$ cat src/rtl/uart_rx_buffer_controller.sv
// UART receive-side buffer controller: frame watchdog, shadowed receiver
// configuration and a first-word-fall-through receive FIFO with overrun flag.
module uart_rx_buffer_controller #(
  parameter int DATA_WIDTH = 8,
  parameter int FIFO_DEPTH = 4
) (
  input  logic                          UCLK,
  input  logic                          reset,
  input  logic                          serial_data_in,
  input  logic                          cfg_write,
  input  logic                          cfg_parity_enable,
  input  logic                          cfg_parity_type,
  input  logic [5:0]                    cfg_prescale,
  output logic                          parity_enable,
  output logic                          parity_type,
  output logic [5:0]                    prescale,
  output logic                          cfg_pending,
  input  logic                          rx_data_valid,
  input  logic [DATA_WIDTH-1:0]         rx_parallel_data,
  input  logic                          rx_parity_error,
  input  logic                          rx_frame_error,
  input  logic                          rd_en,
  output logic [DATA_WIDTH-1:0]         rd_data,
  output logic                          rd_parity_error,
  output logic                          rd_frame_error,
  output logic                          fifo_empty,
  output logic                          fifo_full,
  output logic [$clog2(FIFO_DEPTH):0]   fifo_count,
  output logic                          overrun,
  input  logic                          overrun_clear,
  output logic                          rx_timeout
);

  localparam int AW = $clog2(FIFO_DEPTH);
  localparam int CW = AW + 1;
  localparam int TW = $clog2(64 * (DATA_WIDTH + 3)) + 1;
  localparam int EW = DATA_WIDTH + 2;

  localparam logic [5:0]    PSC_RST    = 6'd8;
  localparam logic [TW-1:0] FRAME_BITS = TW'(DATA_WIDTH + 3);
  localparam logic [CW-1:0] DEPTH_C    = CW'(FIFO_DEPTH);

  typedef enum logic [0:0] {
    S_IDLE,
    S_FRAME
  } state_t;

  state_t         state_q;
  logic [TW-1:0]  timer_q;
  logic           timeout_q;

  logic           pe_q, pe_d;
  logic           pt_q, pt_d;
  logic [5:0]     psc_q, psc_d;
  logic           sh_pe_q, sh_pe_d;
  logic           sh_pt_q, sh_pt_d;
  logic [5:0]     sh_psc_q, sh_psc_d;
  logic           pend_q, pend_d;
  logic           apply;

  logic [EW-1:0]  mem_q [FIFO_DEPTH];
  logic [AW-1:0]  wptr_q, wptr_d;
  logic [AW-1:0]  rptr_q, rptr_d;
  logic [CW-1:0]  cnt_q, cnt_d;
  logic           ovr_q, ovr_d;

  logic           full;
  logic           empty;
  logic           push;
  logic           pop;
  logic           ovr_set;
  logic [EW-1:0]  head;

  logic [5:0]     psc_eff;
  logic [TW-1:0]  limit;

  // Frame length in UCLK cycles; prescale 0 falls back to the reset rate
  always_comb begin
    psc_eff = (psc_q == 6'd0) ? PSC_RST : psc_q;
    limit   = {{(TW-6){1'b0}}, psc_eff} * FRAME_BITS - TW'(1);
  end

  // Frame watchdog: start on line low, end on data or on expiry
  always_ff @(posedge UCLK or negedge reset) begin
    if (!reset) begin
      state_q   <= S_IDLE;
      timer_q   <= '0;
      timeout_q <= 1'b0;
    end else begin
      timeout_q <= 1'b0;
      unique case (state_q)
        S_IDLE: begin
          timer_q <= '0;
          if (!serial_data_in) begin
            state_q <= S_FRAME;
          end
        end
        S_FRAME: begin
          if (rx_data_valid) begin
            state_q <= S_IDLE;
          end else if (timer_q == limit) begin
            state_q   <= S_IDLE;
            timeout_q <= 1'b1;
          end else begin
            timer_q <= timer_q + TW'(1);
          end
        end
        default: begin
          state_q <= S_IDLE;
          timer_q <= '0;
        end
      endcase
    end
  end

  // Shadow config is promoted only between frames
  always_comb begin
    apply    = (state_q == S_IDLE) && pend_q;
    pe_d     = pe_q;
    pt_d     = pt_q;
    psc_d    = psc_q;
    sh_pe_d  = sh_pe_q;
    sh_pt_d  = sh_pt_q;
    sh_psc_d = sh_psc_q;
    pend_d   = pend_q;
    if (apply) begin
      pe_d   = sh_pe_q;
      pt_d   = sh_pt_q;
      psc_d  = sh_psc_q;
      pend_d = 1'b0;
    end
    if (cfg_write) begin
      sh_pe_d  = cfg_parity_enable;
      sh_pt_d  = cfg_parity_type;
      sh_psc_d = cfg_prescale;
      pend_d   = 1'b1;
    end
  end

  // Active and shadow configuration registers
  always_ff @(posedge UCLK or negedge reset) begin
    if (!reset) begin
      pe_q     <= 1'b0;
      pt_q     <= 1'b0;
      psc_q    <= PSC_RST;
      sh_pe_q  <= 1'b0;
      sh_pt_q  <= 1'b0;
      sh_psc_q <= PSC_RST;
      pend_q   <= 1'b0;
    end else begin
      pe_q     <= pe_d;
      pt_q     <= pt_d;
      psc_q    <= psc_d;
      sh_pe_q  <= sh_pe_d;
      sh_pt_q  <= sh_pt_d;
      sh_psc_q <= sh_psc_d;
      pend_q   <= pend_d;
    end
  end

  // FIFO control: a pop frees the slot a same-cycle push needs
  always_comb begin
    full    = (cnt_q == DEPTH_C);
    empty   = (cnt_q == '0);
    pop     = rd_en && !empty;
    push    = rx_data_valid && (!full || pop);
    ovr_set = rx_data_valid && full && !pop;
    wptr_d  = push ? wptr_q + AW'(1) : wptr_q;
    rptr_d  = pop ? rptr_q + AW'(1) : rptr_q;
    cnt_d   = cnt_q;
    if (push && !pop) begin
      cnt_d = cnt_q + CW'(1);
    end else if (pop && !push) begin
      cnt_d = cnt_q - CW'(1);
    end
    ovr_d = ovr_q;
    if (ovr_set) begin
      ovr_d = 1'b1;
    end else if (overrun_clear) begin
      ovr_d = 1'b0;
    end
  end

  // FIFO pointers, occupancy and sticky overrun
  always_ff @(posedge UCLK or negedge reset) begin
    if (!reset) begin
      wptr_q <= '0;
      rptr_q <= '0;
      cnt_q  <= '0;
      ovr_q  <= 1'b0;
    end else begin
      wptr_q <= wptr_d;
      rptr_q <= rptr_d;
      cnt_q  <= cnt_d;
      ovr_q  <= ovr_d;
    end
  end

  // FIFO storage, entry = {frame_err, parity_err, data}
  always_ff @(posedge UCLK or negedge reset) begin
    if (!reset) begin
      for (int i = 0; i < FIFO_DEPTH; i++) begin
        mem_q[i] <= '0;
      end
    end else if (push) begin
      mem_q[wptr_q] <= {rx_frame_error, rx_parity_error, rx_parallel_data};
    end
  end

  assign head            = mem_q[rptr_q];
  assign rd_data         = head[DATA_WIDTH-1:0];
  assign rd_parity_error = head[DATA_WIDTH];
  assign rd_frame_error  = head[DATA_WIDTH+1];

  assign fifo_empty    = empty;
  assign fifo_full     = full;
  assign fifo_count    = cnt_q;
  assign overrun       = ovr_q;
  assign rx_timeout    = timeout_q;
  assign parity_enable = pe_q;
  assign parity_type   = pt_q;
  assign prescale      = psc_q;
  assign cfg_pending   = pend_q;

endmodule

$ cat config.mk
export PLATFORM = sky130hd
export DESIGN_NAME = uart_rx_buffer_controller
export DESIGN_NICKNAME = d
export VERILOG_FILES = /design/src/rtl/uart_rx_buffer_controller.sv
export SDC_FILE = /design/constraint.sdc
export NUM_CORES = 1
export LEC_CHECK = 0
export ABC_CLOCK_PERIOD_IN_PS = 5900
export CORE_AREA = 2 2 88 90
export DETAILED_ROUTE_END_ITERATION = 7
export DIE_AREA = 0 0 90 92
export DONT_BUFFER_PORTS = 1
export GPL_TIMING_DRIVEN = 0
export HOLD_SLACK_MARGIN = 0.08
export PLACE_DENSITY_LB_ADDON = 0.15
export SLEW_MARGIN = 0
export SYNTH_ARGS = -nofsm -noshare
export SYNTH_HDL_FRONTEND = slang
export SYNTH_SLANG_ARGS = --single-unit
$ cat constraint.sdc
create_clock -name UCLK -period 5.9 [get_ports UCLK]
set_clock_uncertainty 0.2 [all_clocks]
set_input_delay 0.885 -clock UCLK [delete_from_list [all_inputs] [get_ports UCLK]]
set_output_delay 0.885 -clock UCLK [all_outputs]
set_load 0.03 [all_outputs]
==> impl_metrics.py <==
metrics = {
    "routing": {
        "drcViolationCount": 0,
        "wl_per_cell_um": 16.8,
        "drt-vias-per-instance": 5.69,
        "firstDrtPassIters": 6,
        "finalWirelength_mm": 7.85,
        "initialDrtViolationCount": 126,
        "vias": 2662,
        "drtAntennaViolNets": 0,
    },
    "die": {
        "core-area_sq_um": 7450,
        "fp-row-count": 32,
        "start_util_pct": 58.1,
        "io_pins": 51,
        "fp.dieH_um": 92,
        "die-area_sq_um": 8280,
        "die_w_um": 90,
    },
    "layout": {
        "fill_cells": 615,
        "area_delta_synth_final_pct": 8.70,
        "post_route_cells_drive_above_1_share_pct": 27.9,
        "multi_input_comb_area_sq_um": 2240,
        "diodes": 0,
        "nNetsFinal": 418,
        "final_core_util_pct": 63.2,
        "stdcell_area_sq_um": 4700,
        "register_area_sq_um": 1950,
    },
    "sta": {
        "tns_ns": 0,
        "layout_setup_ws_ns": 0.722,
        "layout_worst_path_cycle_share_pct": 87.8,
        "period_needed_ns": 5.18,
        "worst_pin_slew_ns": 1.00,
        "max_freq_mhz": 193,
        "drv_slew": 0,
        "rsz0062_at_grt": "false",
        "hold_viol": 0,
        "max-slew-margin-rel_pct": 32.7,
        "setup_violations": 0,
    },
    "worst_setup_path": {
        "cp.required_ns": 5.92,
        "start_kind": "flip-flop",
        "worstPathMaxFanout": 10,
        "rrSetupSlack_ns": 0.72,
        "worstPathArrival_ns": 5.20,
        "end_kind": "flip-flop",
        "r2r_cells": 16,
        "critPathKind": "flip-flop to flip-flop",
    },
    "logic_synthesis": {
        "avgSynthCellArea_sq_um": 12.4,
        "synth_top_family_by_area": "multiplexers",
        "synth_most_common_cell": "dfrtp_1",
        "synth.top_cell.area_share_pct": 43.9,
        "synth_seq_cells": 78,
        "synth_xor_area_share_pct": 4.37,
        "async_flop_share_pct": 100,
        "synth-adder-area-share_pct": 10.5,
        "syn_nets": 406,
        "synth_area_leaders": "dfrtp_1, mux2_2, ha_1, mux4_2, fa_1",
        "synth_edf_count": 0,
        "synth_compound_area_share_pct": 8.90,
        "syn_area_sq_um": 4330,
        "synth_mux_area_share_pct": 19.0,
        "synth_top_area_cell": "dfrtp_1",
        "synth_warnings": 0,
        "synthCells": 349,
        "ys_seq_area_share_pct": 45.2,
        "synth-simple-area-share_pct": 9.16,
        "ys_top_cells_by_count": "dfrtp_1, mux2_2, ha_1, nand2_1, inv_1",
        "yosysUniqueCellTypes": 47,
        "synthFlopType": "dfrtp_1",
    },
    "place": {
        "gp_congestion": 0.783,
        "hpwl_mm": 5.62,
        "portBuffers": 0,
        "postPlaceCellArea_sq_um": 4460,
        "dp_slack_ns": 0.704,
    },
    "clock_network": {
        "clockBufferDepth": 2,
        "cts_sinks": 78,
        "cts_root_buffer": "clkbuf_8",
        "path_clk_slew_ns": 0.09,
        "insertion_delay_ns": 0.35,
        "post_cts_resize_count": 0,
        "post-cts-setup-buffer-count": 0,
        "htreeDepth": 3,
        "cts_buffers": 9,
        "hold_buffers": 1,
        "cts_tree": "built",
    },
    "power_and_ir_drop": {
        "p_leak_uw": 0.00202,
        "ir_drop_v": 0.000356,
        "powerDensity_nw_per_um2": 581,
    },
    "status": {
        "status": "finished clean",
    },
    "run": {
        "drv_cap": 0,
    },
    "global_routing": {
        "grt_max_degree": 77,
        "gr-usage-all-layers_pct": 20.8,
        "grt_pass1_vias": 2832,
        "grt_pass1_wl_mm": 13.6,
        "antenna_found_initial": 0,
        "gr-total-overflow": 0,
    },
    "min_path": {
        "min_path_type": "primary input to async pin",
    },
}
==> routing by layer <==
layer | vias up | global-route usage (%) | routed length, um
met2 | 42 | 35.8 | 3960
li1 | 1283 | - | -
met1 | 1317 | 24.9 | 3320
met5 | - | 0 | 0
met3 | 20 | 5.01 | 343
met4 | 0 | 9.74 | 226
==> worst max-delay path: stages, from the launching register on <==
cell      delay, ns
dfrtp_1        0.69
inv_1          0.20
ha_1           0.25
nor4bb_4       0.18
or2_2          0.35
fa_1           0.48
fa_1           0.50
ha_1           0.36
xnor2_1        0.20
nand3_1        0.11
a221oi_2       0.25
nand4b_1       0.19
o41ai_2        0.54
buf_6          0.21
buf_12         0.14
xor2_1         0.15
nor2_1         0.05
==> metrics by stage <==
| stage | hold slack [ns] | instances | total power [uW] |
|---|---|---|---|
| floorplan | 0.246 | 349 | 2080 |
| global placement | 0.259 | 451 | 2260 |
| detailed placement | 0.272 | 451 | 2310 |
| CTS | 0.153 | 468 | 2770 |
| global route | 0.147 | 468 | 2960 |
| finish | 0.168 | 468 | 2740 |
==> worst paths after layout <==
check | from | to
worst max-delay path | prescale[1]$_DFFE_PN0P_ | timer_q[0]$_DFFE_PN0P_
worst min-delay path | reset | prescale[3]$_DFFE_PN1P_
worst max register to register | prescale[1]$_DFFE_PN0P_ | timer_q[0]$_DFFE_PN0P_
worst min register to register | sh_psc_q[4]$_DFFE_PN0P_ | prescale[4]$_DFFE_PN0P_
max in group asynchronous | reset | timer_q[10]$_DFFE_PN0P_
min in group UCLK | sh_psc_q[4]$_DFFE_PN0P_ | prescale[4]$_DFFE_PN0P_
==> layout by cell type (no fill, tap or decap), types with 2 or more instances in the layout <==
master	synthesis	layout
clkbuf_8	0	9
mux4_2	10	10
bufinv_16	0	2
or2_2	2	2
nor2_1	9	9
nand3_1	9	9
o21ai_2	6	6
inv_1	20	20
o21ai_0	12	12
or4_1	4	4
xnor2_1	13	13
nor2b_1	3	3
a21o_1	6	6
nor3_1	8	8
a21oi_1	10	10
nand2_1	22	22
clkinvlp_4	0	2
clkbuf_1	5	5
dfstp_2	2	2
dfrtp_1	76	76
mux2_2	52	52
or3_1	8	8
o31ai_1	2	2
xor2_1	6	6
fa_1	7	7
nand2b_1	2	2
ha_1	25	25
a21oi_2	6	6
o21ai_1	3	3
==> registers in the layout, indices dropped and copies added, names as in the netlist, 2 cells and up <==
| signal | cells |
|---|---|
| mem_q | 40 |
| timer_q | 11 |
| prescale | 6 |
| sh_psc_q | 6 |
| fifo_count | 3 |
| rptr_q | 2 |
| wptr_q | 2 |
==> cell families after synthesis <==
group                      Yosys count
xor gates and xnor gates            20
adders and majority gates           32
muxes                               63
buffers and inverters               28
DFF                                 78
and+or+nand+nor                     74
AOI/OAI and AO/OA                   54
==> layout make-up <==
class / count / share of cell area (%)
Inverter: 20 / 1.60
Tap cell: 102 / 2.71
Timing Repair Buffer: 1 / 0.585
Clock buffer: 9 / 2.63
Buffer: 8 / 1.14
Multi-Input combinational cell: 243 / 47.7
Clock inverter: 7 / 2.07
Sequential cell: 78 / 41.5
==> power by group <==
part           switching, uW  internal [uW]  total [uW]
logic                    741            645        1390
clock network            207            240         446
registers                176            727         903
total                   1120           1610        2740
Note: power is estimated with default switching activity, not from simulation.
